--- config.mk ---
export PLATFORM = sky130hd
export DESIGN_NAME = mem_access_unit
export DESIGN_NICKNAME = d
export VERILOG_FILES = /design/src/rtl/mem_access_unit.sv
export SDC_FILE = /design/constraint.sdc
export NUM_CORES = 1
export LEC_CHECK = 0
export ABC_CLOCK_PERIOD_IN_PS = 2500
export CAP_MARGIN = 10
export CORE_ASPECT_RATIO = 0.75
export CORE_UTILIZATION = 42
export DETAILED_ROUTE_END_ITERATION = 10
export HOLD_SLACK_MARGIN = 0.06
export PLACE_DENSITY = 0.92
export RECOVER_POWER = 50
export SYNTH_ARGS = -nofsm -noshare
export SYNTH_HDL_FRONTEND = slang
export SYNTH_SLANG_ARGS = --single-unit
--- constraint.sdc ---
create_clock -name clk -period 2.5 [get_ports clk]
set_input_delay 0.375 -clock clk [delete_from_list [all_inputs] [get_ports clk]]
set_output_delay 0.375 -clock clk [all_outputs]
set_load 0.01 [all_outputs]
--- src/rtl/mem_access_unit.sv ---
// Load/store front-end for a synchronous byte-enabled block RAM.
// Optional build macro: MAU_ALIGN_CHECK_EN (misaligned half/word accesses become errors).
module mem_access_unit #(
  parameter int RAM_LATENCY = 1,
  parameter int ADDR_W      = 32
) (
  input  logic              clk,
  input  logic              resetn,
  input  logic              req_valid,
  output logic              req_ready,
  input  logic              req_we,
  input  logic [1:0]        req_size,
  input  logic              req_signed,
  input  logic [ADDR_W-1:0] req_addr,
  input  logic [31:0]       req_wdata,
  output logic              resp_valid,
  output logic [31:0]       resp_rdata,
  output logic              resp_err,
  output logic [ADDR_W-1:0] resp_badaddr,
  output logic              ram_en,
  output logic [3:0]        ram_we,
  output logic [ADDR_W-1:0] ram_addr,
  output logic [31:0]       ram_wdata,
  input  logic [31:0]       ram_rdata
);

  typedef enum logic [1:0] {S_IDLE, S_WAIT, S_RESP} state_e;

  state_e            state_q, state_d;
  logic [2:0]        cnt_q, cnt_d;
  logic [1:0]        ld_off_q, ld_off_d;
  logic [1:0]        ld_size_q, ld_size_d;
  logic              ld_sgn_q, ld_sgn_d;
  logic [31:0]       rdata_q, rdata_d;
  logic              err_q, err_d;
  logic [ADDR_W-1:0] bad_q, bad_d;

  logic              accept;
  logic              req_err;
  logic [1:0]        eff_off;
  logic [31:0]       rd_sh;
  logic [31:0]       rd_fmt;

  // Lane offset with low bits that a half/word cannot address forced to zero.
  always_comb begin
    case (req_size)
      2'd0:    eff_off = req_addr[1:0];
      2'd1:    eff_off = {req_addr[1], 1'b0};
      default: eff_off = 2'b00;
    endcase
  end

`ifdef MAU_ALIGN_CHECK_EN
  logic misalign;
  assign misalign = ((req_size == 2'd1) && req_addr[0]) ||
                    ((req_size == 2'd2) && (req_addr[1:0] != 2'b00));
  assign req_err  = (req_size == 2'd3) || misalign;
`else
  assign req_err  = (req_size == 2'd3);
`endif

  assign req_ready  = resetn && (state_q == S_IDLE);
  assign accept     = req_valid && req_ready;
  assign resp_valid = (state_q == S_RESP);
  assign resp_rdata   = rdata_q;
  assign resp_err     = err_q;
  assign resp_badaddr = bad_q;

  assign rd_sh = ram_rdata >> {ld_off_q, 3'b000};
  always_comb begin
    case (ld_size_q)
      2'd0:    rd_fmt = {{24{ld_sgn_q & rd_sh[7]}}, rd_sh[7:0]};
      2'd1:    rd_fmt = {{16{ld_sgn_q & rd_sh[15]}}, rd_sh[15:0]};
      default: rd_fmt = ram_rdata;
    endcase
  end

  always_comb begin
    state_d   = state_q;
    cnt_d     = cnt_q;
    ld_off_d  = ld_off_q;
    ld_size_d = ld_size_q;
    ld_sgn_d  = ld_sgn_q;
    rdata_d   = rdata_q;
    err_d     = err_q;
    bad_d     = bad_q;
    ram_en    = 1'b0;
    ram_we    = 4'b0000;
    ram_addr  = '0;
    ram_wdata = 32'h0;
    case (state_q)
      S_IDLE: begin
        if (accept) begin
          if (req_err) begin
            rdata_d = 32'h0;
            err_d   = 1'b1;
            bad_d   = req_addr;
            state_d = S_RESP;
          end else begin
            ram_en   = 1'b1;
            ram_addr = {2'b00, req_addr[ADDR_W-1:2]};
            err_d    = 1'b0;
            bad_d    = '0;
            if (req_we) begin
              case (req_size)
                2'd0: begin
                  ram_we    = 4'b0001 << eff_off;
                  ram_wdata = {4{req_wdata[7:0]}};
                end
                2'd1: begin
                  ram_we    = 4'b0011 << eff_off;
                  ram_wdata = {2{req_wdata[15:0]}};
                end
                default: begin
                  ram_we    = 4'b1111;
                  ram_wdata = req_wdata;
                end
              endcase
              rdata_d = 32'h0;
              state_d = S_RESP;
            end else begin
              ld_off_d  = eff_off;
              ld_size_d = req_size;
              ld_sgn_d  = req_signed;
              cnt_d     = 3'(RAM_LATENCY);
              state_d   = S_WAIT;
            end
          end
        end
      end
      S_WAIT: begin
        cnt_d = cnt_q - 3'd1;
        // Counter hits zero on this edge: RAM data is valid now.
        if (cnt_q == 3'd1) begin
          rdata_d = rd_fmt;
          state_d = S_RESP;
        end
      end
      S_RESP:  state_d = S_IDLE;
      default: state_d = S_IDLE;
    endcase
  end

  always_ff @(posedge clk or negedge resetn) begin
    if (!resetn) begin
      state_q   <= S_IDLE;
      cnt_q     <= 3'd0;
      ld_off_q  <= 2'd0;
      ld_size_q <= 2'd0;
      ld_sgn_q  <= 1'b0;
      rdata_q   <= 32'h0;
      err_q     <= 1'b0;
      bad_q     <= '0;
    end else begin
      state_q   <= state_d;
      cnt_q     <= cnt_d;
      ld_off_q  <= ld_off_d;
      ld_size_q <= ld_size_d;
      ld_sgn_q  <= ld_sgn_d;
      rdata_q   <= rdata_d;
      err_q     <= err_d;
      bad_q     <= bad_d;
    end
  end

endmodule

After elaboration in Yosys (flattened, before gate mapping)
Cells that the tools add are included.
- output and inout bits: 136
- logic and storage cells: 72
- register bits after elaboration: 75
- input bits: 103
- mux-type cells: 34
- equality and inequality tests: 11
- reductions and logical operators: 11
- $add $sub $neg: 1
- shift operators: 3
- bitwise logic cells: 4
- operator list (cell ; count):
    32-bit 2-to-1 mux ; 9
    32-bit case mux with 2 select lines ; 3
    30-bit 2-to-1 mux ; 3
    32-bit by 5-bit right shift with 16-bit output ; 1
    4-bit 2-to-1 mux ; 4
    4-bit AND reduction ; 3
    3-bit 2-to-1 mux ; 3
    2-bit 2-to-1 mux ; 4
    2-bit != test (second input constant) ; 4
    2-bit case mux with 2 select lines ; 2
    4-bit case mux with 2 select lines ; 1
    2-bit by 1-bit == test with 1-bit output (second input constant) ; 3
    2-bit logical NOT ; 3
    3-bit case mux with 2 select lines ; 1
    2-bit == test (second input constant) ; 2
    1-bit 2-to-1 mux ; 4
    2-bit AND reduction ; 2
    1-bit by 2-bit left shift with 4-bit output (first input constant) ; 1
    2-bit by 2-bit left shift with 4-bit output (first input constant) ; 1
    3-bit by 1-bit == test with 1-bit output (second input constant) ; 1
    3-bit != test (second input constant) ; 1
    3-bit by 1-bit subtractor with 3-bit output (second input constant) ; 1
    1-bit AND ; 2
    1-bit logical AND ; 2
    other kinds (2) ; 3

Longest topological paths before layout
Gate-level depths: netlist of run 1.
- word-level depth: 8
- depth in mapped cells: 8
- mapped depth without buffers: 6

Least setup slack after synthesis of run 1
OpenSTA, ideal clock, no wires.
- path type: reg2out
- from: register state_q[1]
- to: output ram_wdata[14]
- arrival: 1.487 ns
- required time: 2.125 ns
- path slack: 0.638 ns
- cell stages (with the launch flop): 7
- buffers on the path: 2
- cell sequence: dfrtp_1 nand4bb_1 clkbuf_1 a21oi_1 nand2_1 buf_2 a21oi_1
- cells in the longest elaborated chain, start to end: 5
- ends and longest elaborated chain (element ; RTL line ; RTL):
    start: declaration ; 29 ; state_e state_q, state_d;
    start signal: assignment ; 155 ; state_q <= state_d;
    2-bit logical NOT * ; 62, 91 ;
    1-bit logical AND ; 62 ; assign req_ready = resetn && (state_q == S_IDLE);
    1-bit logical AND ; 63 ; assign accept = req_valid && req_ready;
    32-bit 2-to-1 mux ; 93 ; if (accept) begin
    32-bit 2-to-1 mux * ; 91 ; case (state_q)
    end: declaration ; 23 ; output logic [31:0] ram_wdata,
Every way passes the cells marked *; elsewhere a longest branch is shown, timed or not.

Final worst setup path of run 1
- from: register state_q[0]
- to: output ram_addr[7]
- cells in the longest elaborated chain, start to end: 5
- ends and longest elaborated chain (element ; RTL line ; RTL):
    2-bit logical NOT * ; 62, 91 ;
    1-bit logical AND ; 62 ;
    1-bit logical AND ; 63 ;
    30-bit 2-to-1 mux ; 93 ;
    30-bit 2-to-1 mux * ; 91 ;
    end: declaration ; 22 ; output logic [ADDR_W-1:0] ram_addr,
Marks and branches as above.

==> flow_summary.ini, run 1 <==
[timing]
fin_crit_sh_pct = 98.14
max_slew_margin_pct = -15.33
finalHoldViolCount = 0
final_max_slew_viol_count = 34
setup_viol = 0
fin_crit_ns = 2.453
max_freq_mhz = 407.6
fin_setup_tns_ns = 0
clock_skew_ns = 0.003595
worstMarginPinSlew_ns = 1.730
rsz0062_at_grt = no

[layout]
final_area_um2 = 7106
drive_gt1_share_pct = 7.760
nets = 784
final_cells = 811
fin_util_pct = 76.64
area_growth_pct = 72.35
antenna_cells = 0

[power_and_ir_drop]
max-vdd-ir-drop_mv = 0.4750
p_leak_nw = 4.041
power_density_nw_per_um2 = 794.4
finalPower_mw = 5.645

[setup_path]
slowest_stage = clkdlybuf4s50_1
max_stage_delay_ns = 0.53
reg2reg_depth = 6
rrSetupSlack_ns = 0.14
path_class = flip-flop to primary output
worstReg2RegStart = cnt_q[1]
required_ns = 2.12
crit_fanout = 31
cp.buffers_inverters = 3
crit_family = buffers and inverters
end_kind = primary output
cp.arrival_ns = 2.08
critPathLaunchType = flip-flop
r2r-end = resp_rdata[24]
cp_cell_sequence = buf_4 > and4bb_2 > buf_12 > and3_1 > clkdlybuf4s50_1

[clock_tree]
clk_transition_reported_paths_ns = 0.06
cts_buffer_depth = 2
clock_latency_ns = 0.32
cts_root_buffer = clkbuf_16
cts_sinks = 75
h-tree-depth = 3
cts_tree = built
numCtsBuffers = 9
cts_hold_buffers = 0

[routing]
ant_nets = 0
avgRoutedWirePerCell_um = 19.23
dr.pass1.iters = 5
via_per_inst = 5.655
vias = 4586
drtIter0Drc = 337
drc_errors = 0
finalWirelength_um = 15600

[synth]
synth_ff_type = dfrtp_1
syn_area_um2 = 4123
syn_avg_cell_area_um2 = 9.306
synth_warnings = 0
ys_ff_latch = 75
synthArstFlopShare_pct = 100.0
synth_edf_count = 0
synth_cell_type_count = 40
syn_inst = 443
synth.yosys.seq_area_share_pct = 45.52

[placement]
gp_congestion = 0.9085
dp_hpwl_um = 11870
placed_cell_area_um2 = 6725
port_buffers = 236
place_inst = 796

[grt]
overflow = 0
track_usage_pct = 30.92
antenna_found_initial = 0
grt_pass1_vias = 4598
grt_max_degree = 44
grt_pass1_wl_um = 23900

[floorplanning]
initial_core_util_pct = 44.47
io_pins = 239
die-area_um2 = 10220
core-area_um2 = 9271
die_width_um = 116.4
fp.dieH_um = 87.80
rows = 30

[status]
status = finished, violations left
failed_checks = capacitance limit, slew limit

[flow_run]
maxCapViolCount = 1

[hold_path]
hold_class = input port to asynchronous set/reset pin
logic make-up (layout without fill, tap and decap cells):
group	count (synthesis)	count (layout)	synth area share [%]
AOI/OAI and AO/OA	115	115	19.76
xor gates and xnor gates	2	2	0.4250
adders and majority gates	2	2	0.6069
buffers and inverters	47	286	5.190
DFF	75	75	45.52
muxes	26	26	6.919
other	1	2	0.09096
and+or+nand+nor	175	175	21.49
how the worst max path moves through the flow:
stage	start	endpoint	cells after the start
after floorplan	state_q[1]	ram_wdata[14]	6
after global placement	req_valid	ram_we[2]	7
after detailed placement	req_valid	ram_we[2]	7
after CTS	state_q[0]	ram_addr[16]	5
after global routing	state_q[0]	ram_addr[27]	5
final	state_q[0]	ram_addr[7]	5
report_power, final:
group,internal [mW],switching [mW]
registers,1.60,0.281
logic,1.26,1.14
clock network,0.891,0.478
total,3.75,1.89
synth_stat cells, drive strengths merged (2+ instances only):
master  number  share of area (%)
dfrtp       75                 46
nor2        47                4.3
nand2       44                4.0
and3        40                6.1
a22o        32                6.8
a21oi       27                3.3
o21ai       27                3.3
mux2i       24                5.8
clkbuf      23                2.1
buf         17                2.5
a221o       16                3.9
nand2b      10                1.5
nand3       10                1.2
and2         8                1.2
a22oi        7                1.3
inv          7               0.64
nor2b        6               0.91
and4bb       2               0.70
ha           2               0.61
mux4         2                1.1
nand3b       2               0.36
nor3         2               0.36
nor3b        2               0.36
cell usage in the layout, fill, tap and decap left out, types with 7 or more instances in the layout:
cell type / n
clkdlybuf4s50_1: 112
dfrtp_1: 75
dlygate4sd3_1: 59
nor2_1: 45
nand2_1: 44
and3_1: 40
a22o_1: 32
dlygate4sd2_1: 32
dlymetal6s2s_1: 32
o21ai_0: 27
a21oi_1: 25
mux2i_1: 24
buf_4: 22
a221o_1: 16
nand3_1: 10
nand2b_1: 10
clkbuf_16: 9
and2_1: 8
inv_1: 7
a22oi_1: 7
registers in the layout, indices dropped and copies added (netlist names):
signal        count
resp_err          1
resp_badaddr     32
state_q           2
resp_rdata       32
ld_size_q         2
cnt_q             3
ld_off_q          2
ld_sgn_q          1
layout make-up:
class	count	area, um^2
clock buffer	10	239.0
tap	128	160.2
timing repair buffer	264	2656
multi-input combinational	322	2069
clock inverter	5	77.57
fill	675	2166
inverter	7	26.28
sequential	75	1877
metal layers:
metal  vias up  part of all wire (%)  track usage, %  wire length (um)
met5         -                     0               0                 0
met4         0                   4.0           13.75               631
met2       231                    50           52.99              7833
met3        48                   6.4           7.266              1003
met1      2241                    39           37.25              6130
li1       2066                     -               -                 -
through the flow:
stage	hold WS, ns	setup slack (ns)
floorplan	0.07941	0.6380
global placement	0.4397	-0.2593
detailed placement	0.4515	-0.3120
CTS	0.1285	0.002722
global route	0.2247	0.001984
finish	0.1699	0.04655
timing repair:
item                                    4_1_cts  5_1_grt
gates resized for setup                      34       34
endpoints found under the setup margin       43       32
cloned                                        0        0
buffers inserted                              0        0
No activity file was read; power rests on OpenSTA's default activity.
==> run 2: changes to the inputs <==
Settings changed: ABC_CLOCK_PERIOD_IN_PS 2500 to 2800, CORE_UTILIZATION 42 to 39, PLACE_DENSITY 0.92 to 0.86.
Clock period 2.5 ns to 2.8 ns, I/O delays scaled along.
==> run 2 against run 1 <==
Against the previous run: the run now ends clean; critical path depth up 3; die area up 7.5%; highest routed layer unchanged; clock power down 10%; sequential cell count unchanged; count of clock-buffer cells in the layout up 1; wire length down 4.1%; critical path type is now input port to primary output.
==> flow_summary.ini, run 2 (synthesis results as in run 1) <==
[routing]
drtIter0Drc = 321
ant_nets = 0
via_per_inst = 5.463
avgRoutedWirePerCell_um = 18.30
drc_errors = 0
dr.pass1.iters = 5
vias = 4463
finalWirelength_um = 14950

[layout]
final_cell_mix = clkdlybuf4s50_1 (167), dfrtp_1 (75), dlygate4sd3_1 (63)
antenna_cells = 0
final_common_cell = clkdlybuf4s50_1
nets = 781
area_growth_pct = 71.29
final_cells = 817
final_area_um2 = 7062
drive_gt1_share_pct = 7.048
fin_util_pct = 68.63

[timing]
fin_crit_sh_pct = 96.81
fin_setup_tns_ns = 0
fin_ws_ns = 0.08935
max_freq_mhz = 368.9
finalHoldViolCount = 0
setup_viol = 0
holdWs_ns = 0.1456
clock_skew_ns = 0.01167
max_slew_margin_pct = 17.60
rsz0062_at_grt = no
worstMarginPinSlew_ns = 1.236
final_max_slew_viol_count = 0
fin_crit_ns = 2.711

[clock_tree]
h-tree-depth = 3
cts_root_buffer = clkbuf_16
cts_setup_buffers = 0
cts_sinks = 75
cts_tree = built
cts_buffer_depth = 2
clock_latency_ns = 0.33
clk_transition_reported_paths_ns = 0.06
numCtsBuffers = 9

[hold_path]
hold_class = input port to asynchronous set/reset pin

[placement]
placed_cell_area_um2 = 6705
place_inst = 800
port_buffers = 236
gp_congestion = 0.9236
dp_hpwl_um = 11250
pre_cts_ws_ns = 0.01981

[setup_path]
end_kind = primary output
critPathLaunchType = input port
cp.arrival_ns = 2.29
slowest_stage = clkdlybuf4s50_1
critical_path_depth = 8
crit_fanout = 21
cp_cell_sequence = clkdlybuf4s50_1 > nand4bb_4 > a21oi_2 > nand2_1 > buf_12 > buf_12 > nor2_1 > clkdlybuf4s50_1
required_ns = 2.38
cp.buffers_inverters = 4
crit_family = buffers and inverters
max_stage_delay_ns = 0.54
path_class = input port to primary output
reg2reg_depth = 6

[power_and_ir_drop]
finalPower_mw = 5.002
power_density_nw_per_um2 = 708.4
p_leak_nw = 3.436
max-vdd-ir-drop_mv = 0.3660

[grt]
grt_pass1_wl_um = 23540
track_usage_pct = 27.39
antenna_found_initial = 0
overflow = 0
grt_max_degree = 47
grt_pass1_vias = 4453

[floorplanning]
rows = 32
die_width_um = 120.7
io_pins = 239
die-area_um2 = 10990
core-area_um2 = 10290
fp.dieH_um = 91.04
initial_core_util_pct = 40.07

[flow_run]
maxCapViolCount = 0

[status]
status = finished, final reports clean
-- run 2: changes by cell type in the layout (fill, tap and decap cells not counted), moves of 2 or more --
cell	previous run	this run
clkdlybuf4s50_1	112	167
buf_4	22	19
dlygate4sd3_1	59	63
dlygate4sd2_1	32	0
dlymetal6s2s_1	32	6
clkinv_2	2	0
-- run 2: per-layer routing --
| metal | share of wire, % | wire [um] | vias up | global-route usage [%] |
|---|---|---|---|---|
| met5 | 0 | 0 | - | 0 |
| met4 | 2.0 | 295 | 0 | 8.951 |
| met1 | 42 | 6287 | 2175 | 34.91 |
| met3 | 6.5 | 965 | 25 | 5.088 |
| met2 | 50 | 7404 | 202 | 46.70 |
| li1 | - | - | 2061 | - |
-- run 2: report_power, final --
part           internal, mW  total (mW)  leakage, nW  switching (mW)
Sequential             1.43        1.67         1.01           0.241
Clock                 0.786        1.23        0.150           0.442
Combinational          1.12        2.11         2.28           0.991
-- run 2: cell type report --
class | count | area (um^2)
repair buffers | 261 | 2609
inverters | 7 | 26.28
multi-input cells | 322 | 2062
well taps | 136 | 170.2
flip-flops and latches | 75 | 1877
fillers | 768 | 3228
clock inverters | 5 | 85.08
clock buffers | 11 | 232.7
-- run 2: what timing repair did --
item | in CTS | in global routing
gates resized for setup | 0 | 8
hold endpoints to repair | 5 | 0
hold buffers | 1 | 0
endpoints found under the setup margin | 0 | 28
-- run 2: worst paths after layout --
kind / slack [ns] / from / endpoint
worst min-delay path: 0.15 / resetn / resp_rdata[4]
worst min register to register: 0.47 / resp_rdata[2] / resp_rdata[2]
max in group asynchronous: 1.59 / resetn / resp_badaddr[1]
worst max-delay path: 0.09 / req_valid / ram_wdata[31]
worst max register to register: 0.36 / state_q[1] / resp_rdata[5]
min in group clk: 0.47 / resp_rdata[2] / resp_rdata[2]
==> run 3: changes to the inputs <==
Settings changed: ABC_CLOCK_PERIOD_IN_PS 2800 to 2300, CORE_UTILIZATION 39 to 35, PLACE_DENSITY 0.86 to 0.82.
Clock period 2.8 ns to 2.3 ns, I/O delays scaled along.
==> run 3 against run 2 <==
Against the previous run: sequential share of layout area is 0.061 points higher; via count is 1.0% lower; worst setup slack worse by 0.012 ns; die area is 11% higher; first-iteration DRC count is 4.0% lower; largest power group unchanged; global-route usage is 3.4 points lower; worst hold slack better by 0.34 ns; count of clock-buffer cells in the layout is 1 lower; highest routed layer unchanged; clock power is 19% higher; the run now ends with capacitance limit, slew limit left; cell area is 0.23% lower; critical path depth is 2 lower; critical endpoint is now ram_wdata[23]; power is 21% higher.
==> flow_summary.ini, run 3 (synthesis results as in run 1) <==
[status]
status = finished, violations left
failed_checks = capacitance limit, slew limit

[placement]
pre_cts_ws_ns = -0.4780
place_inst = 825
port_buffers = 236
placed_cell_area_um2 = 6761
gp_congestion = 0.9416
dp_hpwl_um = 11280

[timing]
max_slew_margin_pct = -24.84
fin_setup_tns_ns = 0
rsz0062_at_grt = no
fin_crit_sh_pct = 96.63
max_freq_mhz = 449.9
clock_skew_ns = 0.005616
finalHoldViolCount = 0
holdWs_ns = 0.4861
fin_ws_ns = 0.07747
fin_crit_ns = 2.223
worstMarginPinSlew_ns = 1.873
final_max_slew_viol_count = 76
setup_viol = 0

[layout]
fin_util_pct = 62.97
area_growth_pct = 70.90
final_area_um2 = 7046
final_cell_mix = clkdlybuf4s50_1 (112), dfrtp_1 (75), dlygate4sd2_1 (56)
final_common_cell = clkdlybuf4s50_1
drive_gt1_share_pct = 9.038
antenna_cells = 0
final_cells = 843
nets = 786

[floorplanning]
rows = 33
die-area_um2 = 12220
io_pins = 239
initial_core_util_pct = 36.84
fp.dieH_um = 95.99
die_width_um = 127.3
core-area_um2 = 11190

[clock_tree]
cts_sinks = 75
h-tree-depth = 3
numCtsBuffers = 9
cts_buffer_depth = 2
cts_tree = built
clock_latency_ns = 0.33
cts_hold_buffers = 0
cts_root_buffer = clkbuf_16
clk_transition_reported_paths_ns = 0.06

[power_and_ir_drop]
combPwrFrac_pct = 42.9
p_sw_share_pct = 33.16
finalPower_mw = 6.054
power_density_nw_per_um2 = 859.3
max-vdd-ir-drop_mv = 0.3872
p_leak_nw = 3.628
seq_power_share_pct = 33.1
clkPwrFrac_pct = 24.0
p_sw_mw = 2.007
intPower_mw = 4.047

[routing]
dr.pass1.iters = 5
vias = 4417
via_per_inst = 5.240
drtIter0Drc = 308
finalWirelength_um = 14710
drc_errors = 0
avgRoutedWirePerCell_um = 17.45
ant_nets = 0

[setup_path]
end_kind = primary output
crit_fanout = 10
required_ns = 1.96
cp.arrival_ns = 1.88
path_class = input port to primary output
critPathLaunchType = input port

[grt]
grt_max_degree = 76
antenna_found_initial = 0
grt_pass1_wl_um = 22540
overflow = 0
grt_pass1_vias = 4309
track_usage_pct = 24.03

[flow_run]
maxCapViolCount = 1

[hold_path]
hold_class = flip-flop to flip-flop
## run 3: cell types whose count changed in the layout (fill, tap and decap cells not counted), sizes merged
| cell | previous run | this run |
|---|---|---|
| dlygate4sd2 | 0 | 56 |
| clkdlybuf4s50 | 167 | 112 |
| dlygate4sd3 | 63 | 54 |
| buf | 23 | 31 |
| clkdlybuf4s15 | 0 | 7 |
| dlymetal6s2s | 6 | 2 |
| clkinv | 1 | 4 |
| clkbuf | 13 | 14 |
| clkinvlp | 1 | 0 |
| inv | 8 | 7 |
## run 3: final cells by class
type	count	area [um^2]
Fill cell	960	4144
Timing Repair Buffer	266	2555
Multi-Input combinational cell	322	2082
Sequential cell	75	1877
Clock buffer	10	229.0
Tap cell	157	196.4
Clock inverter	6	80.08
Inverter	7	26.28
## run 3: path summary, 6_finish.rpt
path / from / end / slack [ns] / cells past startpoint
max: req_size[1] / ram_wdata[23] / 0.08 / 6
min: resp_rdata[5] / resp_rdata[5] / 0.49 / 2
max reg2reg: cnt_q[1] / resp_rdata[31] / 0.20 / 6
min reg2reg: resp_rdata[5] / resp_rdata[5] / 0.49 / 2
max in group asynchronous: resetn / resp_rdata[26] / 0.54 / 2
min in group asynchronous: resetn / resp_badaddr[2] / 0.67 / 2
## run 3: repair_timing
item / CTS / global route
pin swaps: 2 / 1
gates resized for setup: 78 / 19
buffers inserted: 2 / 0
setup endpoints to repair: 80 / 40
## run 3: worst max-delay path, stage by stage
cell and delay, ns:
clkdlybuf4s50_1 0.53, buf_4 0.19, buf_6 0.17, mux2i_1 0.28, nor2_1 0.07, dlygate4sd2_1 0.28
## run 3: power groups by stage
stage	Combinational (mW)	Clock [mW]	Sequential, mW
floorplan	1.10	0	2.15
CTS	2.72	1.49	2.02
finish	2.60	1.46	2.00
global placement	2.65	0	2.00
detailed placement	2.72	0	2.04
global route	2.80	1.55	2.06
## run 3: layer usage
layer | up-vias | GRT usage, % | part of all wire (%)
met5 | - | 0 | 0
met4 | 0 | 11.21 | 3.0
met3 | 34 | 4.947 | 5.9
met2 | 189 | 40.89 | 49
met1 | 2133 | 29.62 | 42
li1 | 2061 | - | -
